File: config.mk
export PLATFORM = sky130hd
export DESIGN_NAME = rle_field_unpacker_flat
export DESIGN_NICKNAME = d
export VERILOG_FILES = /design/src/rtl/rle_pkg.sv /design/src/rtl/rle_field_unpacker_if.sv /design/src/rtl/rle_bit_buffer.sv /design/src/rtl/rle_field_unpacker.sv /design/src/flat_wrapper.sv
export SDC_FILE = /design/constraint.sdc
export NUM_CORES = 1
export LEC_CHECK = 0
export ABC_CLOCK_PERIOD_IN_PS = 9900
export CAP_MARGIN = 30
export CORE_ASPECT_RATIO = 0.5
export CORE_MARGIN = 2
export CORE_UTILIZATION = 42
export CTS_CLUSTER_DIAMETER = 40
export DETAILED_ROUTE_END_ITERATION = 12
export PLACE_DENSITY_LB_ADDON = 0.25
export SKIP_CTS_REPAIR_TIMING = 1
export SLEW_MARGIN = 15
export SYNTH_ARGS = -nofsm -noshare
export SYNTH_HDL_FRONTEND = slang
export SYNTH_SLANG_ARGS = --single-unit
File: constraint.sdc
create_clock -name clk -period 9.9 [get_ports clk]
set_input_delay 2.97 -clock clk [delete_from_list [all_inputs] [get_ports clk]]
set_output_delay 2.97 -clock clk [all_outputs]
set_load 0.02 [all_outputs]
File: src/rtl/rle_pkg.sv
// rtl/rle_pkg.sv - shared types, token geometry helpers and ODE header field widths
package rle_pkg;

    // Token layout helpers: one value bit above RUN_W run-length bits.
    function automatic int tok_w(input int run_w);
        return run_w + 1;
    endfunction

    function automatic int max_run(input int run_w);
        return (1 << run_w) - 1;
    endfunction

    // Field widths of the ODE solver load header.
    localparam int N_W    = 6;
    localparam int M_W    = 6;
    localparam int MODE_W = 1;
    localparam int H_W    = 16;
    localparam int TOL_W  = 16;
    localparam int FXP_W  = 2;
    localparam int CNT_W  = 4;
    localparam int ELEM_W = 16;

    typedef enum logic {
        ST_IDLE   = 1'b0,
        ST_EXPAND = 1'b1
    } unpack_state_t;

endpackage

File: src/rtl/rle_field_unpacker_if.sv
// rtl/rle_field_unpacker_if.sv - word input and field output handshakes of the unpacker
interface rle_field_unpacker_if #(
    parameter int IN_W  = 32,
    parameter int OUT_W = 64
);
    localparam int LEN_W = $clog2(OUT_W + 1);

    logic             in_valid;
    logic             in_ready;
    logic [IN_W-1:0]  in_data;
    logic [LEN_W-1:0] fld_len;
    logic             fld_signed;
    logic             fld_valid;
    logic             fld_ready;
    logic [OUT_W-1:0] fld_data;

    // Host / sequencer side.
    modport master (
        output in_valid, in_data, fld_len, fld_signed, fld_ready,
        input  in_ready, fld_valid, fld_data
    );

    // Unpacker side.
    modport slave (
        input  in_valid, in_data, fld_len, fld_signed, fld_ready,
        output in_ready, fld_valid, fld_data
    );

endinterface

File: src/rtl/rle_bit_buffer.sv
// rtl/rle_bit_buffer.sv - left-aligned bit buffer with same-cycle extract and run append
module rle_bit_buffer #(
    parameter int BUF_W = 128,
    parameter int OUT_W = 64,
    parameter int RUN_W = 3,
    parameter int LEN_W = $clog2(OUT_W + 1),
    parameter int LVL_W = $clog2(BUF_W + 1)
) (
    input  logic             clk,
    input  logic             rst,
    input  logic             flush,
    input  logic             ext_en,
    input  logic [LEN_W-1:0] ext_len,
    input  logic             app_en,
    input  logic             app_bit,
    input  logic [RUN_W-1:0] app_run,
    output logic [LVL_W-1:0] level,
    output logic [OUT_W-1:0] top_bits
);
    localparam logic [LVL_W-1:0] BUF_W_L = LVL_W'(BUF_W);

    logic [BUF_W-1:0] bits_q;
    logic [BUF_W-1:0] bits_d;
    logic [BUF_W-1:0] shifted;
    logic [BUF_W-1:0] run_ones;
    logic [BUF_W-1:0] run_mask;
    logic [LVL_W-1:0] lvl_q;
    logic [LVL_W-1:0] lvl_d;
    logic [LVL_W-1:0] lvl_mid;
    logic [LVL_W-1:0] app_len;
    logic [LVL_W-1:0] shamt;

    // Extract first (shift out the field), then drop the run just below the reduced level.
    always_comb begin
        shifted  = ext_en ? (bits_q << ext_len) : bits_q;
        lvl_mid  = ext_en ? (lvl_q - LVL_W'(ext_len)) : lvl_q;
        app_len  = app_en ? LVL_W'(app_run) : '0;
        shamt    = BUF_W_L - lvl_mid - app_len;
        run_ones = (BUF_W'(1) << app_len) - BUF_W'(1);
        run_mask = run_ones << shamt;
        bits_d   = app_bit ? (shifted | run_mask) : (shifted & ~run_mask);
        lvl_d    = lvl_mid + app_len;
    end

    // Buffer and level registers; bits below the level are always kept at zero.
    always_ff @(posedge clk) begin
        if (rst || flush) begin
            bits_q <= '0;
            lvl_q  <= '0;
        end else begin
            bits_q <= bits_d;
            lvl_q  <= lvl_d;
        end
    end

    assign level    = lvl_q;
    assign top_bits = bits_q[BUF_W-1 -: OUT_W];

endmodule

File: src/rtl/rle_field_unpacker.sv
// rtl/rle_field_unpacker.sv - run-length token decoder and field extractor (option: RLE_UNPACK_SIGN_EXT_EN)
module rle_field_unpacker
    import rle_pkg::*;
#(
    parameter int IN_W  = 32,
    parameter int RUN_W = 3,
    parameter int OUT_W = 64,
    parameter int BUF_W = 128
) (
    input  logic                         clk,
    input  logic                         rst,
    input  logic                         flush,
    rle_field_unpacker_if.slave          bus,
    output logic [$clog2(BUF_W+1)-1:0]   level,
    output logic                         busy,
    output logic                         err
);
    localparam int TOK_W   = tok_w(RUN_W);
    localparam int MAX_RUN = max_run(RUN_W);
    localparam int N_TOK   = IN_W / TOK_W;
    localparam int LEN_W   = $clog2(OUT_W + 1);
    localparam int LVL_W   = $clog2(BUF_W + 1);
    localparam int IDX_W   = (N_TOK > 1) ? $clog2(N_TOK) : 1;

    localparam logic [LVL_W-1:0] ROOM_NEED = LVL_W'(N_TOK * MAX_RUN);
    localparam logic [LVL_W-1:0] BUF_W_L   = LVL_W'(BUF_W);
    localparam logic [LEN_W-1:0] OUT_W_L   = LEN_W'(OUT_W);
    localparam logic [IDX_W-1:0] LAST_IDX  = IDX_W'(N_TOK - 1);

    unpack_state_t    state_q;
    unpack_state_t    state_d;
    logic [IN_W-1:0]  word_q;
    logic [IDX_W-1:0] idx_q;
    logic             accept;
    logic             app_en;
    logic             ext_en;
    logic             len_ok;
    logic [TOK_W-1:0] cur_tok;
    logic [OUT_W-1:0] top_bits;
    logic [OUT_W-1:0] aligned;
    logic [OUT_W-1:0] len_mask;
    logic [OUT_W-1:0] fld_out;

    // A word is only taken when the whole worst-case expansion is guaranteed to fit.
    assign bus.in_ready = (state_q == ST_IDLE) && !flush && !rst
                        && ((BUF_W_L - level) >= ROOM_NEED);
    assign accept       = bus.in_valid && bus.in_ready;

    assign len_ok        = (bus.fld_len != '0) && (bus.fld_len <= OUT_W_L);
    assign bus.fld_valid = len_ok && (level >= LVL_W'(bus.fld_len));
    assign ext_en        = bus.fld_valid && bus.fld_ready && !flush;

    // The token in flight is always the top slice of the latched word.
    assign cur_tok = word_q[IN_W-1 -: TOK_W];
    assign busy    = (state_q == ST_EXPAND);

    // FSM state register.
    always_ff @(posedge clk) begin
        if (rst) begin
            state_q <= ST_IDLE;
        end else begin
            state_q <= state_d;
        end
    end

    // Next state and append strobe; flush abandons any word still being expanded.
    always_comb begin
        state_d = state_q;
        app_en  = 1'b0;
        case (state_q)
            ST_IDLE: begin
                if (accept) begin
                    state_d = ST_EXPAND;
                end
            end
            ST_EXPAND: begin
                app_en = 1'b1;
                if (idx_q == LAST_IDX) begin
                    state_d = ST_IDLE;
                end
            end
            default: state_d = ST_IDLE;
        endcase
        if (flush) begin
            state_d = ST_IDLE;
            app_en  = 1'b0;
        end
    end

    // Latch the accepted word and step through its tokens, oldest first.
    always_ff @(posedge clk) begin
        if (rst) begin
            word_q <= '0;
            idx_q  <= '0;
        end else if (accept) begin
            word_q <= bus.in_data;
            idx_q  <= '0;
        end else if (app_en) begin
            word_q <= word_q << TOK_W;
            idx_q  <= idx_q + IDX_W'(1);
        end
    end

    // Sticky flag for an oversized field request.
    always_ff @(posedge clk) begin
        if (rst || flush) begin
            err <= 1'b0;
        end else if (bus.fld_len > OUT_W_L) begin
            err <= 1'b1;
        end
    end

    rle_bit_buffer #(
        .BUF_W (BUF_W),
        .OUT_W (OUT_W),
        .RUN_W (RUN_W),
        .LEN_W (LEN_W),
        .LVL_W (LVL_W)
    ) u_buf (
        .clk      (clk),
        .rst      (rst),
        .flush    (flush),
        .ext_en   (ext_en),
        .ext_len  (bus.fld_len),
        .app_en   (app_en),
        .app_bit  (cur_tok[TOK_W-1]),
        .app_run  (cur_tok[RUN_W-1:0]),
        .level    (level),
        .top_bits (top_bits)
    );

    // Right-align the top fld_len bits and optionally replicate the field's sign bit.
    always_comb begin
        aligned  = top_bits >> (OUT_W_L - bus.fld_len);
        len_mask = ~({OUT_W{1'b1}} << bus.fld_len);
        fld_out  = aligned & len_mask;
`ifdef RLE_UNPACK_SIGN_EXT_EN
        if (bus.fld_signed && len_ok && top_bits[OUT_W-1]) begin
            fld_out = aligned | ~len_mask;
        end
`endif
        if (!len_ok) begin
            fld_out = '0;
        end
    end

`ifndef RLE_UNPACK_SIGN_EXT_EN
    logic unused_fld_signed;
    assign unused_fld_signed = bus.fld_signed;
`endif

    assign bus.fld_data = fld_out;

endmodule
File: src/flat_wrapper.sv
// flat-port wrapper written by rule: the top's interface ports become plain ports
module rle_field_unpacker_flat import rle_pkg::*;
#(
    parameter int IN_W  = 32,
    parameter int RUN_W = 3,
    parameter int OUT_W = 64,
    parameter int BUF_W = 128
)
  (clk, rst, flush, level, busy, err, bus_in_valid, bus_in_data, bus_fld_len, bus_fld_signed, bus_fld_ready, bus_in_ready, bus_fld_valid, bus_fld_data);
  rle_field_unpacker_if #(.IN_W(IN_W), .OUT_W(OUT_W)) bus_i ();
  input  logic clk;
  input  logic rst;
  input  logic flush;
  output logic [$clog2(BUF_W+1)-1:0] level;
  output logic busy;
  output logic err;
  input wire logic [$bits(bus_i.in_valid)-1:0] bus_in_valid;
  input wire logic [$bits(bus_i.in_data)-1:0] bus_in_data;
  input wire logic [$bits(bus_i.fld_len)-1:0] bus_fld_len;
  input wire logic [$bits(bus_i.fld_signed)-1:0] bus_fld_signed;
  input wire logic [$bits(bus_i.fld_ready)-1:0] bus_fld_ready;
  output wire logic [$bits(bus_i.in_ready)-1:0] bus_in_ready;
  output wire logic [$bits(bus_i.fld_valid)-1:0] bus_fld_valid;
  output wire logic [$bits(bus_i.fld_data)-1:0] bus_fld_data;
  assign bus_i.in_valid = bus_in_valid;
  assign bus_i.in_data = bus_in_data;
  assign bus_i.fld_len = bus_fld_len;
  assign bus_i.fld_signed = bus_fld_signed;
  assign bus_i.fld_ready = bus_fld_ready;
  assign bus_in_ready = bus_i.in_ready;
  assign bus_fld_valid = bus_i.fld_valid;
  assign bus_fld_data = bus_i.fld_data;
  rle_field_unpacker #(.IN_W(IN_W), .RUN_W(RUN_W), .OUT_W(OUT_W), .BUF_W(BUF_W)) u_core (.clk(clk), .rst(rst), .flush(flush), .bus(bus_i), .level(level), .busy(busy), .err(err));
endmodule
==> implementation parameters <==
Parameter                              Value

Hold path
  Hold/Removal Path Class    reg -> reg
  Number of cells on the worst hold path    2
  Critical hold path startpoint    u_core.err$_SDFFE_PP0N_
  Worst hold endpoint    u_core.err$_SDFFE_PP0N_

Timing
  Unrepaired setup endpoints after global routing    no
  Max Slew Vio Count    0
  Number of hold-slack violations in the final timing report    0
  Worst path setup slack after routing    0.239 ns
  Minimum period implied by the final worst setup slack    9.66 ns
  Maximum operating frequency    104 MHz
  Worst slew margin relative to its limit    20.8%
  Least-Margin Pin Slew    1.19 ns
  Aggregate negative setup slack    0 ns
  Setup violations, final    0
  Fraction of the cycle the final worst path needs    a little over nine tenths
  Clk_skew    0.0171 ns

Synthesis
  Largest family of logic cells by synthesized area    multiplexers
  Post-synthesis instance area    25200 um^2
  Post-synth EDFFs    0
  Simple-Gate Fraction of Synth Area    17.3%
  Primary flip-flop cell chosen by synthesis mapping    sky130_fd_sc_hd__dfxtp_1
  Proportion of register bits with asynchronous set or reset after synthesis    0%
  Number of warnings reported in the yosys synthesis log    0
  Synthesized area divided by synthesized cell count    8.07 um^2
  Flip-flop and latch count after synthesis    173
  Fraction of the mapped netlist area in compound gates    28.3%
  Synthesized-area fraction occupied by adder cells    1.81%
  Count of mapped cells out of synthesis    3122
  Sequential element share of the synthesized area    13.7%
  XOR/XNOR Fraction of Synth Area    0.859%
  Proportion of synthesized area in mux cells    a little under a third
  Net Count, Synth    3201
  Yosys cell types    between 100 and 150

Setup path
  Worst reg-to-reg setup slack    3.52 ns
  Cell depth of the worst flop-to-flop path    20
  Setup crit end kind    primary output
  Crit path DAT    6.69 ns
  Reg-to-reg critical path startpoint    u_core.u_buf.level[0]$_SDFF_PP0_
  Critical-path maximum fanout    21
  Worst-path cell chain    buf_8, inv_2, ha_2, buf_4, mux2i_1, a211oi_1, a211oi_1, nor3_1, nor3_1, a2111oi_1, clkdlybuf4s50_1
  Worst stage delay on the critical path    0.75 ns
  Slowest cell on the critical path    sky130_fd_sc_hd__clkdlybuf4s50_1
  Start-to-end type of the worst setup path    in -> out
  Required time reported for the critical path endpoint    6.93 ns
  Category of the worst setup path launch point    primary input

Global route
  Global-route wire length before repair    193 mm
  Initial antenna violation count    6
  Overall global routing resource usage    43.0%
  Vias in the first global route    26200
  Global-route congestion overflow total    0
  Largest net degree at the start of global routing    141

Cells and area
  Commonest cells after routing, fill and taps aside    sky130_fd_sc_hd__nand2_1 (440), sky130_fd_sc_hd__nor2_1 (282), sky130_fd_sc_hd__mux2i_1 (214), sky130_fd_sc_hd__mux4_2 (204), sky130_fd_sc_hd__a21oi_1 (181)
  Net count, final    3153
  Non-Filler Instances    just under 4000
  Register Area    between 3000 and 4000 um^2
  Share of layout cells above drive strength 1    between 10% and 20%
  Post-synthesis to final-layout area growth    10.2%
  Number of filler instances in the final layout    5922
  Most common cell after layout, fill and taps aside    sky130_fd_sc_hd__nand2_1
  Area of all placed cells without fillers    approximately 28000 um^2
  Multi-input logic area    20200 um^2

Drt
  Via count    29100
  Detailed-routing iteration count for the pre-antenna-repair pass    9
  Wire length after detailed routing    137 mm
  Post-DR vias/cell    7.45
  DR DRC count    0
  Iteration-0 DRC Markers    4638
  Per-cell routed wire length    35.1 um
  Number of antenna-violating nets in the routed design    0

Job
  Max capacitance violation total    0

Power
  Power per Cell Area    73.1 nW/um^2
  Leakage dissipation    9.31 nW
  Proportion of power drawn by flip-flops and latches    34.9%
  Tot Pwr    a little over 2 mW
  Net switching share of the total power    38.8%
  Clock power share    around 35%
  Internal Power    about 1.2 mW
  Max IR drop VDD    0.116 mV
  Sw Pwr    about 0.79 mW
  Combinational cell fraction of total power    30.6%

Placement
  Placed Cells incl. Taps    3864
  Worst slack at placement    0.392 ns
  Count of port buffers added during placement    119
  Placed cell area    27100 um^2
  Placer's final routability congestion estimate    ~1.1
  Detailed placement HPWL    104 mm

Die
  Height of the die    177 um
  Floorplan Core Area    between 50000 and 60000 um^2
  Starting Density    42.5%
  Count of pins on the block boundary    121
  Die Area    62100 um^2
  Chip Width    350 um
  Cell Rows    63

CTS
  Clock Sink Count    173
  TritonCTS clock tree    built
  Root buf cell    sky130_fd_sc_hd__clkbuf_16
  Number of H-tree levels    4
  Worst-Skew Late Latency    approximately 0.47 ns
  Post-CTS clock slew at the launch and capture registers of the worst setup and hold paths    0.08 ns
  Number of clock buffers inserted by TritonCTS    17
  Number of buffers on the longest clock path    2

Outcome
  Result of the run    completed
cells in the mapped netlist, drive strengths merged, types with 51 or more instances:
library cell / count / area [um^2]
nor3: 80 / 420
o22ai: 57 / 369
mux2i: 217 / 2190
o21ai: 188 / 952
nand2: 444 / 1670
mux4: 204 / 4590
o211ai: 67 / 503
mux2: 101 / 1140
clkbuf: 184 / 691
nand3: 51 / 260
nor2: 290 / 1110
a211oi: 79 / 603
a21oi: 183 / 923
dfxtp: 173 / 3460
buf: 133 / 791
final cells by class:
cell class                 instances  share of cell area (%)
antenna                            8                  0.0721
clock buffer                      19                    1.60
clock inverter                    13                   0.455
inverter                          36                   0.496
multi-input combinational       2596                    73.0
sequential                       173                    12.5
tap                              812                    3.66
timing repair buffer             250                    8.29
how the worst max path moves through the flow:
stage / from / end / slack, ns / cells past startpoint
6_report: bus_fld_len[0] / bus_fld_data[3] / 0.24 / 11
5_1_grt: bus_fld_len[0] / bus_fld_data[30] / 0.17 / 10
4_1_cts: bus_fld_len[0] / bus_fld_data[3] / 0.39 / 11
3_5_place_dp: bus_fld_len[0] / bus_fld_data[3] / 0.39 / 11
3_3_place_gp: bus_fld_len[0] / bus_fld_data[30] / 0.35 / 10
2_1_floorplan: bus_fld_len[0] / bus_fld_data[13] / 0.05 / 16
layer usage:
metal	vias up	part of all wire, %	global-route usage (%)
met4	2	5.7	20.9
met3	379	14	15.1
met2	2324	41	61.6
met5	-	0.0095	0
li1	12100	-	-
met1	14300	39	57.3
cell families after synthesis:
logic type | Yosys count
compound gates | 1018
simple gates | 999
mux | 522
buf+inv | 353
flops | 173
fa+ha+maj | 34
xor+xnor | 23
critical path, delay by kind of cell:
| kind | cells | cell delay [ns] |
|---|---|---|
| buffers and inverters | 4 | 1.45 |
| muxes | 1 | 0.14 |
| adders and majority gates | 1 | 0.71 |
| AOI/OAI and AO/OA | 3 | 1.13 |
| and+or+nand+nor | 2 | 0.27 |
power by group through the flow:
| stage | combinational, mW | clock [mW] | sequential [mW] |
|---|---|---|---|
| after floorplan | 0.379 | 0 | 0.722 |
| after global placement | 0.589 | 0 | 0.724 |
| after detailed placement | 0.590 | 0 | 0.725 |
| after CTS | 0.591 | 0.698 | 0.708 |
| after global routing | 0.639 | 0.730 | 0.710 |
| final | 0.621 | 0.700 | 0.709 |
through the flow:
stage	hold WS (ns)	utilization, %
after floorplan	0.444	-
after detailed placement	0.451	45.7
after CTS	0.463	46.7
after global routing	0.488	46.8
after global placement	0.442	45.7
final	0.457	46.8
No activity file was read; power rests on OpenSTA's default activity.
